<file path="src/rtl/pc_sequencer.sv">
// Program counter sequencer: starts one of three programs and steps the fetch address.
// Handles stall, halt, relative branch and a retired-instruction count.
module pc_sequencer #(
   parameter int unsigned     D        = 12,
   parameter logic [D-1:0]    P1_START = 12'd0,
   parameter logic [D-1:0]    P2_START = 12'd256,
   parameter logic [D-1:0]    P3_START = 12'd512
) (
   input  logic          clk,
   input  logic          reset,
   input  logic          start,
   input  logic [1:0]    prog_sel,
   input  logic          stall,
   input  logic          halt_req,
   input  logic          branch_taken,
   input  logic [D-1:0]  offset,
   output logic [D-1:0]  prog_ctr,
   output logic          fetch_en,
   output logic          busy,
   output logic          done,
   output logic          sel_err,
   output logic [15:0]   instr_count
);

   typedef enum logic [1:0] {StIdle, StRun, StDone} state_e;

   state_e        state_q, state_d;
   logic [D-1:0]  pc_q, pc_d;
   logic [15:0]   cnt_q, cnt_d;
   logic          err_q, err_d;

   logic          sel_valid;
   logic [D-1:0]  start_addr;
   logic [15:0]   cnt_inc;

   always_comb begin
      sel_valid  = 1'b1;
      start_addr = P1_START;
      case (prog_sel)
         2'b00:   start_addr = P1_START;
         2'b01:   start_addr = P2_START;
         2'b10:   start_addr = P3_START;
         default: sel_valid  = 1'b0;
      endcase
   end

   assign cnt_inc = (cnt_q == 16'hFFFF) ? cnt_q : cnt_q + 16'd1;

   always_comb begin
      state_d = state_q;
      pc_d    = pc_q;
      cnt_d   = cnt_q;
      err_d   = err_q;
      unique case (state_q)
         StIdle, StDone: begin
            if (start) begin
               if (sel_valid) begin
                  state_d = StRun;
                  pc_d    = start_addr;
                  cnt_d   = 16'd0;
                  err_d   = 1'b0;
               end else begin
                  err_d = 1'b1;
               end
            end
         end
         StRun: begin
            // Stall freezes everything; halt/branch only act on a retiring cycle.
            if (!stall) begin
               cnt_d = cnt_inc;
               if (halt_req) begin
                  state_d = StDone;
               end else if (branch_taken) begin
                  pc_d = pc_q + offset;
               end else begin
                  pc_d = pc_q + 1'b1;
               end
            end
         end
         default: state_d = StIdle;
      endcase
   end

   always_ff @(posedge clk) begin
      if (reset) begin
         state_q <= StIdle;
         pc_q    <= '0;
         cnt_q   <= '0;
         err_q   <= 1'b0;
      end else begin
         state_q <= state_d;
         pc_q    <= pc_d;
         cnt_q   <= cnt_d;
         err_q   <= err_d;
      end
   end

   assign prog_ctr    = pc_q;
   assign instr_count = cnt_q;
   assign sel_err     = err_q;
   assign busy        = (state_q == StRun);
   assign done        = (state_q == StDone);
   assign fetch_en    = (state_q == StRun) & ~stall;

endmodule
</file>
<file path="config.mk">
export PLATFORM = sky130hd
export DESIGN_NAME = pc_sequencer
export DESIGN_NICKNAME = d
export VERILOG_FILES = /design/src/rtl/pc_sequencer.sv
export SDC_FILE = /design/constraint.sdc
export NUM_CORES = 1
export LEC_CHECK = 0
export ABC_AREA = 1
export CORE_AREA = 2 2 70 72
export CTS_BUF_LIST = sky130_fd_sc_hd__clkbuf_4 sky130_fd_sc_hd__clkbuf_8
export CTS_CLUSTER_DIAMETER = 200
export DETAILED_ROUTE_END_ITERATION = 10
export DIE_AREA = 0 0 72 74
export PLACE_DENSITY = 0.84
export SLEW_MARGIN = 20
export SYNTH_ARGS = -nofsm -noshare
export SYNTH_HDL_FRONTEND = slang
export SYNTH_SLANG_ARGS = --single-unit
</file>
<file path="constraint.sdc">
create_clock -name clk -period 3.9 [get_ports clk]
set_clock_uncertainty 0.2 [all_clocks]
set_input_delay 0.585 -clock clk [delete_from_list [all_inputs] [get_ports clk]]
set_output_delay 0.585 -clock clk [all_outputs]
set_load 0.02 [all_outputs]
</file>
; ---- Word level (Yosys, flattened, before mapping)
; Cells that the tools add are included.
[classes]
n_reduce_logical = 9
bitwise = 2
add_sub_neg = 3
mux = 19
eq_ne = 11
[ops]
columns = operator, count
row1 = two-way mux 16 bit, 4
row2 = two-way mux 12 bit, 5
row3 = case mux 16 bit (2 select lines), 1
row4 = case mux 12 bit (2 select lines), 1
row5 = case mux 10 bit (2 select lines), 1
row6 = "adder 16 x 1 -> 16 bit, second input constant", 1
row7 = "equality test 16 bit, second input constant", 1
row8 = "adder 12 x 1 -> 12 bit, second input constant", 1
row9 = adder 12 bit, 1
row10 = "inequality test 2 bit, second input constant", 6
row11 = AND reduction 5 bit, 2
row12 = two-way mux 2 bit, 4
row13 = "equality test 2 x 1 -> 1 bit, second input constant", 2
row14 = "equality test 2 bit, second input constant", 2
row15 = logical NOT 2 bit, 2
row16 = case mux 2 bit (2 select lines), 1
row17 = AND reduction 4 bit, 1
row18 = OR reduction 3 bit, 1
row19 = two-way mux 1 bit, 2
row20 = AND reduction 2 bit, 1
row21 = nonzero test 2 bit, 1
row22 = OR reduction 2 bit, 1
row23 = AND 1 bit, 1
row24 = NOT 1 bit, 1
[word_totals]
word_cells = 48
output_inout_bits = 32
reg_bits = 31

; ---- Logic depth before layout (Yosys ltp)
[depth]
ltp_word = 6
mapped_depth = 13

; ---- Least setup slack after synthesis
; OpenSTA, ideal clock, no wires.
[synth_path]
kind = input-to-reg
start = in branch_taken
end = reg pc_q[4], in the netlist prog_ctr[4]
path_stages = 11
t_arrival_ns = 2.136
setup_slack_ns = 1.431
n_path_buf = 1
path_cell_list = clkbuf_1 -> nand2_1 -> ha_1 -> fa_1 -> nand2_1 -> nand3_1 -> and2_1 -> xnor2_1 -> nor2_1 -> a21oi_1 -> nor2_1
[synth_between]
elab_chain_cells = 4
[synth_lines]
columns = item, line
row1 = "start, declared", 15  ; input logic branch_taken,
row2 = two-way mux 12 bit, 73  ; end else if (branch_taken) begin
row3 = two-way mux 12 bit, 71  ; if (halt_req) begin
row4 = two-way mux 12 bit, 69  ; if (!stall) begin
row5 = case mux 12 bit (2 select lines), 54  ; unique case (state_q)
row6 = "end signal, assigned", 92  ; pc_q <= pc_d;
row7 = "end, declared", 28  ; logic [D-1:0] pc_q, pc_d;
; No other way between the ends. The select of a mux whose other input is x is not followed.
; A chain may end at the register's enable or synchronous reset.

; ---- Worst setup path after layout
; Ends and elaborated chain as after synthesis.

==> results.md <==
* LEAKAGE at around 1.3 nW
* Most frequent cells after synthesis: nand2_1, inv_1, nor2_1, dfxtp_1
* Share of cells above drive strength 1 at under 10%
* Vias in the first global route at about 2300
* Worst IR Drop VDD at around 230 uV
* Crit path capture type: flip-flop
* GRT met3 Usage at between 4 and 5%
* Most common cell in the netlist: nand2_1
* Gr busiest metal: met2
* Final slew viol count at 0
* Die area at between 5000 and 6000 um^2
* First-pass GRT wire length at 9970 um
* Synth area leader: dfxtp_1
* Routing usage on met2 at 42.1%
* Total wire length at approximately 6100 um
* Critical path's slowest cell: clkdlybuf4s50_1
* CTS H-tree lvls at 2
* Syn nets at 424
* I/O Pins at 52
* Vias per cell at just over 5
* Input/output buffers at 51
* Hold Vio Cnt, Final at 0
* Avg WL per Cell at about 12 um
* RePlAce Congestion at 0.924
* Relative slew slack at between 40% and 50%
* Distinct cells, synth at 32
* Reg area at 621 um^2
* Syn Inst Count at 391
* EDFF count, synth at 0
* Seq/Total Area, Yosys at 25.3%
* Clock Sinks at 31
* Fillers at 421
* Pre-Repair DR Iteration Count at 4
* Post-CTS Resized at 0
* Post-route minimum period at 2.90 ns
* Hold Crit Class: reg2reg
* CTS clk-pin slew, worst paths at roughly 0.07 ns
* Post-layout util at between 60% and 70%
* Startpoint type of the worst setup path: input pin
* GR Layer Usage met1 at between 20% and 30%
* Setup Viol. Count Final at 0
* Mean Syn Cell Area at about 6.3 um^2
* CTS tree: built
* Cts hold-fix bufs at 0
* Worst Tran Pin Value at around 0.76 ns
* Die W at about 72 um
* Initial antenna violation count at 0
* Initial drt markers at about 160
* Area of the multi-input gates at 1570 um^2
* Skew-Pair Late Insertion Delay at 0.29 ns
* Initial Utilization at a little over half
* Drt drc at 0
* Status: finished, final reports clean
* GRT overflow at 0
* Setup bufs post-CTS at 0
* Via count at roughly 2600
* Max frequency at ~0.34 GHz
* RSZ-0062 raised after global routing: no
* N_diodes at 0
* Area Growth Syn to Fin at 25.6%
* Detailed Place HPWL at 4540 um
* Fin nets at 475
* Ys async rst share at 0%
* Crit share post-route at 74.4%
* CP arrival at 2.86 ns
* Critical path class: in2reg
* Post-synthesis instance area at between 2000 and 2500 um^2
* Cells along the critical path: clkdlybuf4s50_1 -> nand2_1 -> ha_1 -> fa_1 -> nand2_1 -> nand3_1 -> and2_1 -> xnor2_1 -> nor2_1 -> a21oi_1 -> nor2_1
* Root Driver: clkbuf_8
* Clock buffers created by TritonCTS at 5
* Vert. Die Dim at ~74 um
* Top post-synthesis cells by area: dfxtp_1, nand2_1, inv_1
* Ys flop type: dfxtp_1
* Pwr Density at roughly 270 nW/um^2
* Antenna viol nets, final at 0
* Gr usage total at between 20% and 30%
* Max-cap violations at 0
* Core footprint at around 4600 um^2
* Clock Path Buffers at 2
* Seq cells post-synth at 31
* YS warnings at 0
* Largest net degree at the start of global routing at 19
* CP top delay family: buffers and inverters
* Row cnt at 25
* Crit Path Max Fanout at 12
* Worst EP required at between 3 and 4 ns
* Synth top area share at approximately a quarter
* Post-route cell area at 3080 um^2
* Worst path bufs/invs at 1
* Cell area after placement at around 3000 um^2
* Crit path largest cell delay at roughly 0.77 ns
* Total Neg Setup Slack at 0 ns
-- cell type report --
| class | instances | share of cell area, % |
|---|---|---|
| Multi-Input combinational cell | 300 | 51.0 |
| Clock buffer | 8 | 3.37 |
| Timing Repair Buffer | 52 | 16.8 |
| Sequential cell | 31 | 20.1 |
| Inverter | 52 | 6.53 |
| Tap cell | 54 | 2.19 |
-- worst register-to-register path: cells and delay by family, from the launching register on --
family,cells,cell delay [ns]
simple gates,7,0.83
flops,1,0.46
fa+ha+maj,1,0.28
buf+inv,1,0.13
compound gates,1,0.05
-- stage by stage --
stage / power, mW / setup slack [ns] / hold WS (ns) / cells
finish: 0.821 / 0.998 / 0.268 / 497
global route: 0.859 / 0.841 / 0.296 / 497
CTS: 0.825 / 1.00 / 0.272 / 497
detailed placement: 0.535 / 0.707 / 0.262 / 489
global placement: 0.532 / 0.804 / 0.258 / 489
floorplan: 0.480 / 1.43 / 0.342 / 391
-- power by group --
group          internal, mW  switching (mW)
registers             0.326          0.0104
logic                0.0726           0.119
clock network         0.168           0.125
total                 0.567           0.254
-- cells in the final DEF, fill, tap and decap left out, types with 8 or more instances in the layout --
cell type	instances
ha_1	12
dfxtp_1	31
clkdlybuf4s50_1	51
nor2_1	47
nand3_1	25
nand2_1	128
a21oi_2	10
inv_1	47
a21oi_1	25
nand2_2	10
nand4_1	8
xor2_1	10
-- cells by family after synthesis --
| logic type | synth area share (%) |
|---|---|
| adder cells (fa/ha/maj) | 6.93 |
| AND/OR/NAND/NOR | 42.5 |
| XOR/XNOR | 4.64 |
| flip-flops | 25.3 |
| AO/OA/AOI/OAI | 9.94 |
| buffers and inverters | 10.7 |
-- registers in the layout, summed over array words and instances, names as in the netlist --
name,cells
state_q,2
sel_err,1
prog_ctr,12
instr_count,16
-- layer usage --
layer,share of wire [%],vias to the layer above
met3,4.5,14
met1,44,1147
met5,0,-
met4,2.2,0
li1,-,1332
met2,50,62
-- path summary, 6_finish.rpt --
path,startpoint,endpoint,slack (ns),cells after the start
worst max-delay path,branch_taken,prog_ctr[4],1.0,11
worst min-delay path,sel_err,sel_err,0.27,2
worst max register to register,instr_count[0],instr_count[14],1.83,10
worst min register to register,sel_err,sel_err,0.27,2
Note: power is estimated with default switching activity, not from simulation.
